`config.mk`:
```
export PLATFORM = sky130hd
export DESIGN_NAME = instr_fetch_queue_flat
export DESIGN_NICKNAME = d
export VERILOG_FILES = /design/src/rtl/instr_fetch_queue_if.sv /design/src/rtl/instr_fetch_queue.sv /design/src/flat_wrapper.sv
export SDC_FILE = /design/constraint.sdc
export NUM_CORES = 1
export LEC_CHECK = 0
export ABC_AREA = 0
export CORE_UTILIZATION = 35
export CTS_CLUSTER_DIAMETER = 200
export CTS_CLUSTER_SIZE = 28
export DETAILED_ROUTE_END_ITERATION = 8
export DONT_BUFFER_PORTS = 1
export HOLD_SLACK_MARGIN = 0.03
export MAX_ROUTING_LAYER = met4
export SETUP_SLACK_MARGIN = 0.3
export SYNTH_ARGS = -nofsm -noshare
export SYNTH_HDL_FRONTEND = slang
export SYNTH_SLANG_ARGS = --single-unit
```
`constraint.sdc`:
```
create_clock -name clk -period 7.15 [get_ports clk]
set_input_delay 1.43 -clock clk [delete_from_list [all_inputs] [get_ports clk]]
set_output_delay 1.43 -clock clk [all_outputs]
set_load 0.02 [all_outputs]
```
`src/rtl/instr_fetch_queue_if.sv`:
```
`default_nettype none
// ============================================================================
// Module   : instr_fetch_queue_if
// Brief    : PC / instruction-memory / decode handshake bundle for the fetch queue
// Revision : 1.0
// ============================================================================
interface instr_fetch_queue_if #(
    parameter int ADDR_W = 32,
    parameter int DATA_W = 32
);
    logic [ADDR_W-1:0] pc_in;
    logic              pc_valid;
    logic              pc_ready;
    logic              flush;
    logic              imem_req;
    logic [ADDR_W-1:0] imem_addr;
    logic              imem_gnt;
    logic              imem_rvalid;
    logic [DATA_W-1:0] imem_rdata;
    logic              inst_valid;
    logic              inst_ready;
    logic [DATA_W-1:0] inst_data;
    logic [ADDR_W-1:0] inst_pc;

    // Environment side: PC, memory and decoder
    modport master (
        output pc_in, pc_valid, flush, imem_gnt, imem_rvalid, imem_rdata, inst_ready,
        input  pc_ready, imem_req, imem_addr, inst_valid, inst_data, inst_pc
    );

    // Fetch queue side
    modport slave (
        input  pc_in, pc_valid, flush, imem_gnt, imem_rvalid, imem_rdata, inst_ready,
        output pc_ready, imem_req, imem_addr, inst_valid, inst_data, inst_pc
    );
endinterface
`default_nettype wire

```
`src/rtl/instr_fetch_queue.sv`:
```
`default_nettype none
// ============================================================================
// Module   : instr_fetch_queue
// Brief    : Slot-reserved in-order fetch queue with branch flush and response
//            discard. Optional macro FETCH_BYPASS_EN: zero-latency rdata bypass.
// Revision : 1.0
// ============================================================================
module instr_fetch_queue #(
    parameter int DEPTH  = 4,
    parameter int ADDR_W = 32,
    parameter int DATA_W = 32
) (
    input  wire logic          clk,
    input  wire logic          rst,
    instr_fetch_queue_if.slave bus
);
    localparam int IDX_W  = $clog2(DEPTH);
    localparam int PTR_W  = IDX_W + 1;
    // Headroom for discards accumulated over back-to-back flushes
    localparam int DISC_W = PTR_W + 3;

    localparam logic [PTR_W-1:0]  C_PTR_ONE  = PTR_W'(1);
    localparam logic [DISC_W-1:0] C_DISC_ONE = DISC_W'(1);

    logic [PTR_W-1:0]  r_alloc;
    logic [PTR_W-1:0]  r_fill;
    logic [PTR_W-1:0]  r_head;
    logic [DISC_W-1:0] r_discard;
    logic [ADDR_W-1:0] r_pc   [DEPTH];
    logic [DATA_W-1:0] r_data [DEPTH];
    logic [DEPTH-1:0]  r_filled;

    logic [IDX_W-1:0]  w_alloc_idx;
    logic [IDX_W-1:0]  w_fill_idx;
    logic [IDX_W-1:0]  w_head_idx;
    logic              w_empty;
    logic              w_full;
    logic              w_resp;
    logic              w_byp;
    logic              w_head_rdy;
    logic              w_pop;
    logic              w_issue_ok;
    logic              w_grant;
    logic [PTR_W-1:0]  w_out_cnt;
    logic [DISC_W-1:0] w_inflight;
    logic [DISC_W-1:0] w_flush_disc;

    assign w_alloc_idx = r_alloc[IDX_W-1:0];
    assign w_fill_idx  = r_fill[IDX_W-1:0];
    assign w_head_idx  = r_head[IDX_W-1:0];

    assign w_empty = (r_alloc == r_head);
    assign w_full  = (r_alloc[PTR_W-1] != r_head[PTR_W-1]) &&
                     (r_alloc[IDX_W-1:0] == r_head[IDX_W-1:0]);

    // A response is kept only when nothing is pending discard and a request is outstanding
    assign w_resp = bus.imem_rvalid && !rst && !bus.flush &&
                    (r_discard == '0) && (r_alloc != r_fill);

`ifdef FETCH_BYPASS_EN
    assign w_byp = w_resp && (r_fill == r_head);
`else
    assign w_byp = 1'b0;
`endif

    assign w_head_rdy     = r_filled[w_head_idx] && !w_empty && !rst;
    assign bus.inst_valid = w_head_rdy || w_byp;
    assign bus.inst_data  = w_byp ? bus.imem_rdata : r_data[w_head_idx];
    assign bus.inst_pc    = r_pc[w_head_idx];

    assign w_pop      = bus.inst_valid && bus.inst_ready;
    assign w_issue_ok = !w_full || w_pop;
    assign bus.imem_req  = bus.pc_valid && w_issue_ok && !bus.flush && !rst;
    assign bus.imem_addr = bus.pc_in;
    assign w_grant       = bus.imem_req && bus.imem_gnt;
    assign bus.pc_ready  = w_grant;

    // Everything still owed by memory at a flush, less a response landing in that cycle
    assign w_out_cnt    = r_alloc - r_fill;
    assign w_inflight   = {{(DISC_W-PTR_W){1'b0}}, w_out_cnt} + r_discard;
    assign w_flush_disc = (bus.imem_rvalid && (w_inflight != '0)) ?
                          (w_inflight - C_DISC_ONE) : w_inflight;

    always_ff @(posedge clk) begin
        if (rst) begin
            r_alloc   <= '0;
            r_fill    <= '0;
            r_head    <= '0;
            r_discard <= '0;
            r_filled  <= '0;
            for (int i = 0; i < DEPTH; i++) begin
                r_pc[i]   <= '0;
                r_data[i] <= '0;
            end
        end else if (bus.flush) begin
            r_alloc   <= '0;
            r_fill    <= '0;
            r_head    <= '0;
            r_filled  <= '0;
            r_discard <= w_flush_disc;
        end else begin
            if (w_grant) begin
                r_pc[w_alloc_idx]     <= bus.pc_in;
                r_filled[w_alloc_idx] <= 1'b0;
                r_alloc               <= r_alloc + C_PTR_ONE;
            end
            if (bus.imem_rvalid && (r_discard != '0)) begin
                r_discard <= r_discard - C_DISC_ONE;
            end else if (w_resp) begin
                // A bypassed word consumed this cycle never needs to be stored
                if (!(w_byp && w_pop)) begin
                    r_data[w_fill_idx]   <= bus.imem_rdata;
                    r_filled[w_fill_idx] <= 1'b1;
                end
                r_fill <= r_fill + C_PTR_ONE;
            end
            if (w_pop) begin
                r_head <= r_head + C_PTR_ONE;
            end
        end
    end
endmodule
`default_nettype wire

```
`src/flat_wrapper.sv`:
```
// flat-port wrapper written by rule: the top's interface ports become plain ports
module instr_fetch_queue_flat 
#(
    parameter int DEPTH  = 4,
    parameter int ADDR_W = 32,
    parameter int DATA_W = 32
)
  (clk, rst, bus_pc_in, bus_pc_valid, bus_flush, bus_imem_gnt, bus_imem_rvalid, bus_imem_rdata, bus_inst_ready, bus_pc_ready, bus_imem_req, bus_imem_addr, bus_inst_valid, bus_inst_data, bus_inst_pc);
  instr_fetch_queue_if #(.ADDR_W(ADDR_W), .DATA_W(DATA_W)) bus_i ();
  input  wire logic clk;
  input  wire logic rst;
  input wire logic [$bits(bus_i.pc_in)-1:0] bus_pc_in;
  input wire logic [$bits(bus_i.pc_valid)-1:0] bus_pc_valid;
  input wire logic [$bits(bus_i.flush)-1:0] bus_flush;
  input wire logic [$bits(bus_i.imem_gnt)-1:0] bus_imem_gnt;
  input wire logic [$bits(bus_i.imem_rvalid)-1:0] bus_imem_rvalid;
  input wire logic [$bits(bus_i.imem_rdata)-1:0] bus_imem_rdata;
  input wire logic [$bits(bus_i.inst_ready)-1:0] bus_inst_ready;
  output wire logic [$bits(bus_i.pc_ready)-1:0] bus_pc_ready;
  output wire logic [$bits(bus_i.imem_req)-1:0] bus_imem_req;
  output wire logic [$bits(bus_i.imem_addr)-1:0] bus_imem_addr;
  output wire logic [$bits(bus_i.inst_valid)-1:0] bus_inst_valid;
  output wire logic [$bits(bus_i.inst_data)-1:0] bus_inst_data;
  output wire logic [$bits(bus_i.inst_pc)-1:0] bus_inst_pc;
  assign bus_i.pc_in = bus_pc_in;
  assign bus_i.pc_valid = bus_pc_valid;
  assign bus_i.flush = bus_flush;
  assign bus_i.imem_gnt = bus_imem_gnt;
  assign bus_i.imem_rvalid = bus_imem_rvalid;
  assign bus_i.imem_rdata = bus_imem_rdata;
  assign bus_i.inst_ready = bus_inst_ready;
  assign bus_pc_ready = bus_i.pc_ready;
  assign bus_imem_req = bus_i.imem_req;
  assign bus_imem_addr = bus_i.imem_addr;
  assign bus_inst_valid = bus_i.inst_valid;
  assign bus_inst_data = bus_i.inst_data;
  assign bus_inst_pc = bus_i.inst_pc;
  instr_fetch_queue #(.DEPTH(DEPTH), .ADDR_W(ADDR_W), .DATA_W(DATA_W)) u_core (.clk(clk), .rst(rst), .bus(bus_i));
endmodule
```
# == Word level (Yosys, flattened, before mapping) ==
# Memories as Yosys holds them, arrays and structs flattened. A register that Yosys moved wholly into a read port is not among the register bits.
# Index checks and enable logic that the tools add are counted.
# word_totals
register_bits,19
mem_bits_rw,256
input_bits,71
out_inout_bits,99
mem_count,2
# classes
n_addsub,7
order_cmp,5
eq_ne,4
n_mux,35
bitwise_logic,4
n_reduce_logical,29
# mem_list
name,words,width,rd,rd_ports_with_merged_regs,wr,line,source
u_core.r_data,4,32,1,1,4,instr_fetch_queue.sv:30,logic [DATA_W-1:0] r_data [DEPTH];
u_core.r_pc,4,32,1,1,4,instr_fetch_queue.sv:29,logic [ADDR_W-1:0] r_pc [DEPTH];
# op_table
op,count
$mux W32,2
$reduce_or A32 Y1,2
$mux W4,5
$mux W6,3
$logic_and A1 B1 Y1,16
$mux W1,16
$mux W2,6
$reduce_bool A6 Y1,2
$sub A6 B1 Y6 const B,2
$add A3 B1 Y3 const B,3
$lt A2 B3 Y1 const B,3
$add A3 B6 Y6,1
$logic_not A6 Y1,1
$and A4 B4 Y4,1
$demux W1 S2,2
$ge A2 B1 Y1 const B,2
$logic_not A1 Y1,4
$not A4 Y4,1
$or A4 B4 Y4,1
$eq A3 B3 Y1,1
$ne A3 B3 Y1,1
$sub A3 B3 Y3,1
$bmux W1 S2,1
$eq A2 B2 Y1,1
6 further kinds,6

# == Logic depth before layout (Yosys ltp) ==
# logic_depth
word_depth,16
depth_mapped,12

# == Worst setup path before layout ==
# No wires, ideal clock.
# synth_timing
kind,input to register
startpoint,input bus_flush
endpoint,memory u_core.r_pc[3][0] (enable)
setup_ps,511
arrival_time_ps,5041
setup_slack_ps,1598
cell_stages,2
path_buffers,1
cell_sequence,clkbuf_1 -> o41ai_1
# synth_lines
element,line,source
start: declaration,flat_wrapper.sv:14,input wire logic [$bits(bus_i.flush)-1:0] bus_flush;
end: declaration,instr_fetch_queue.sv:29,

==> reports/qor.yml <==
status: "completed"
synth_area_per_cell_um2: 15.2
insertion_delay_ns: 0.48
cp_slowest_cell: "or2_2"
final_common_cell: "edfxtp_1"
finalPower_mw: 2.85
preCtsSetupSlack_ns: 2.31
p_per_area_mw_per_mm2: 212
syn_inst: 851
num_rows: 70
hp-class: "reg2reg"
die_y_um: 194
hold_buffers: 0
cts_max_level: 1
fin_ws_ns: 2.85
syn_to_final_growth_pct: 4.01
antenna_left: 0
antennaDiodeCount: 0
r2r_cells: 8
vias: 6381
worstMarginPinSlew_ns: 1.06
cts_root_buf: "clkbuf_16"
drt-total-wl_mm: 26.8
portBuffers: 0
dp.cells: 1245
viasPerCell: 5.05
first_pass_iters: 4
grtUsageTotal_pct: 14.7
num_io_pins: 170
final-instance-count-excl-fill: 1263
critPathCaptureType: "flip-flop"
worst_setup_path_start_kind: "input pin"
post_cts_buffers: 0
criticalPathCategory: "in2reg"
peakVddDrop_v: 0.000107
slew_headroom_pct: 29.6
hold_ws_ns: 0.528
die_w_um: 194
crit_arrival_ns: 4.41
antenna_found_initial: 0
core_area_mm2: 0.0365
maxCapViolCount: 0
drive_above_1_share_pct: 13.3
drc: 0
synth_edf_count: 256
place_congestion: 0.782
drt_iter0_markers: 468
cts_sinks: 277
layout_common_cells: "edfxtp_1, and2_1, mux4_2"
fillers: 3349
max_freq_mhz: 233
setup_violations: 0
rrSetupSlack_ns: 3.27
ys_seq_area_share_pct: 62.6
crit_chain: "or2_1, a311oi_4, buf_4, and2_1, and3_1, buf_4, or2_2"
clk_path_buf_depth: 3
dieArea_mm2: 0.0378
synth_ff_type: "edfxtp_1"
worstPathRequired_ns: 7.26
crit_fanout: 35
fin_util_pct: 36.9
final_max_slew_viol_count: 0
clk_pin_slew_ns: 0.11
cts_buffers: 13
yosysWarnings: 0
finClkSkew_ns: 0.0151
grt-ovfl-total: 0
synthArstFlopShare_pct: 0
rsz0062_at_grt: "false"
wl_per_cell_um: 21.2
hold_path_depth: 1
final_nets: 882
period_minus_slack_ns: 4.30
ys_types: 57
min_period_over_period_pct: 60.1
placed_area_mm2: 0.0131
yosys_register_bits: 277
crit_top_cell: "buf_4"
finalInstanceArea_mm2: 0.0135
min_to: "u_core.r_filled[3]$_SDFF_PP0_"
initial_core_util_pct: 35.4
hp-start: "u_core.r_filled[3]$_SDFF_PP0_"
finalHoldViolCount: 0
cts-resized-gates: 0
hpwlAfterDp_mm: 16.1
r2r_start: "u_core.r_alloc[0]$_SDFFE_PP0N_"
grt_pass1_wl_mm: 41.2
grt_max_degree: 65
grt_pass1_vias: 6646
syn_nets: 941
setup_tns_ns: 0
synthesis.area_mm2: 0.0129
timing.rr.end: "u_core.r_data[1][1]$_SDFFCE_PN0P_"
cpPeakStageDelay_ns: 0.76
tritoncts: "yes"
p_leak_nw: 4.77
[synth_stat cells, types with 2 or more instances]
cell type,n,area share [%]
buf_6,9,0.78
nor3b_1,2,0.12
o21ai_0,5,0.19
mux2i_1,2,0.15
buf_4,32,1.9
nand3_1,7,0.27
mux4_2,65,11
dfxtp_1,21,3.2
a21boi_0,2,0.12
nand2_1,13,0.38
inv_1,12,0.35
and2_1,228,11
a21oi_1,9,0.35
and3_1,35,1.7
buf_2,15,0.58
or2_1,4,0.19
and3_4,2,0.17
a311oi_1,8,0.54
nor2b_1,2,0.097
edfxtp_1,256,59
buf_1,5,0.14
a21o_1,3,0.17
fa_1,2,0.31
xnor2_1,8,0.54
or2_2,4,0.19
a211oi_1,5,0.29
nor3_1,4,0.15
nand4_1,2,0.097
clkbuf_1,23,0.67
ha_1,17,1.6
o211ai_1,2,0.12
xor2_1,9,0.61
nor2_1,14,0.41
[worst max-delay path by stage]
stage,from,endpoint,slack (ns)
CTS,rst,u_core.r_data[1][17]$_SDFFCE_PN0P_,2.81
finish,rst,u_core.r_data[1][1]$_SDFFCE_PN0P_,2.85
floorplan,bus_flush,u_core.r_pc[3][0]$_DFFE_PP_,1.60
global placement,rst,u_core.r_data[1][12]$_SDFFCE_PN0P_,2.34
global route,rst,u_core.r_data[1][15]$_SDFFCE_PN0P_,2.61
detailed placement,rst,u_core.r_data[1][12]$_SDFFCE_PN0P_,2.31
[report_power, final]
group          internal [mW]  switching, mW  total (mW)
Clock                  0.340          0.478       0.818
Sequential              1.82         0.0237        1.84
Combinational         0.0610          0.132       0.193
[routing by layer]
metal | global-route usage (%) | wire length [um]
met5 | - | 0
met4 | 3.29 | 478
met3 | 2.10 | 1190
met2 | 24.6 | 13600
met1 | 18.9 | 11500
[cells by family after synthesis]
group	after synthesis	share of synthesized area, %
AO/OA/AOI/OAI	47	2.87
XOR/XNOR	17	1.15
adder cells (fa/ha/maj)	19	1.95
buffers and inverters	97	4.42
flip-flops	277	62.6
multiplexers	68	11.6
AND/OR/NAND/NOR	326	15.4
[worst max-delay path, delay by kind of cell]
family	cells	cell delay (ns)
AOI/OAI and AO/OA	1	0.33
and+or+nand+nor	4	1.85
buffers and inverters	2	0.73
[state kept, by name (all words and copies together) (netlist names), named ones only]
name,count
u_core.r_data,128
u_core.r_pc,128
u_core.r_discard,6
u_core.r_filled,4
u_core.r_alloc,3
u_core.r_fill,3
u_core.r_head,3
[final cells by class]
class	instances	area, um^2	share of cell area [%]
Clock inverter	1	5.00	0.0372
Inverter	12	45.0	0.335
Multi-Input combinational cell	477	4290	31.9
Sequential cell	277	8120	60.3
Tap cell	468	586	4.35
Timing Repair Buffer	11	82.6	0.613
Clock buffer	17	340	2.53
No activity file was read; power rests on OpenSTA's default activity.
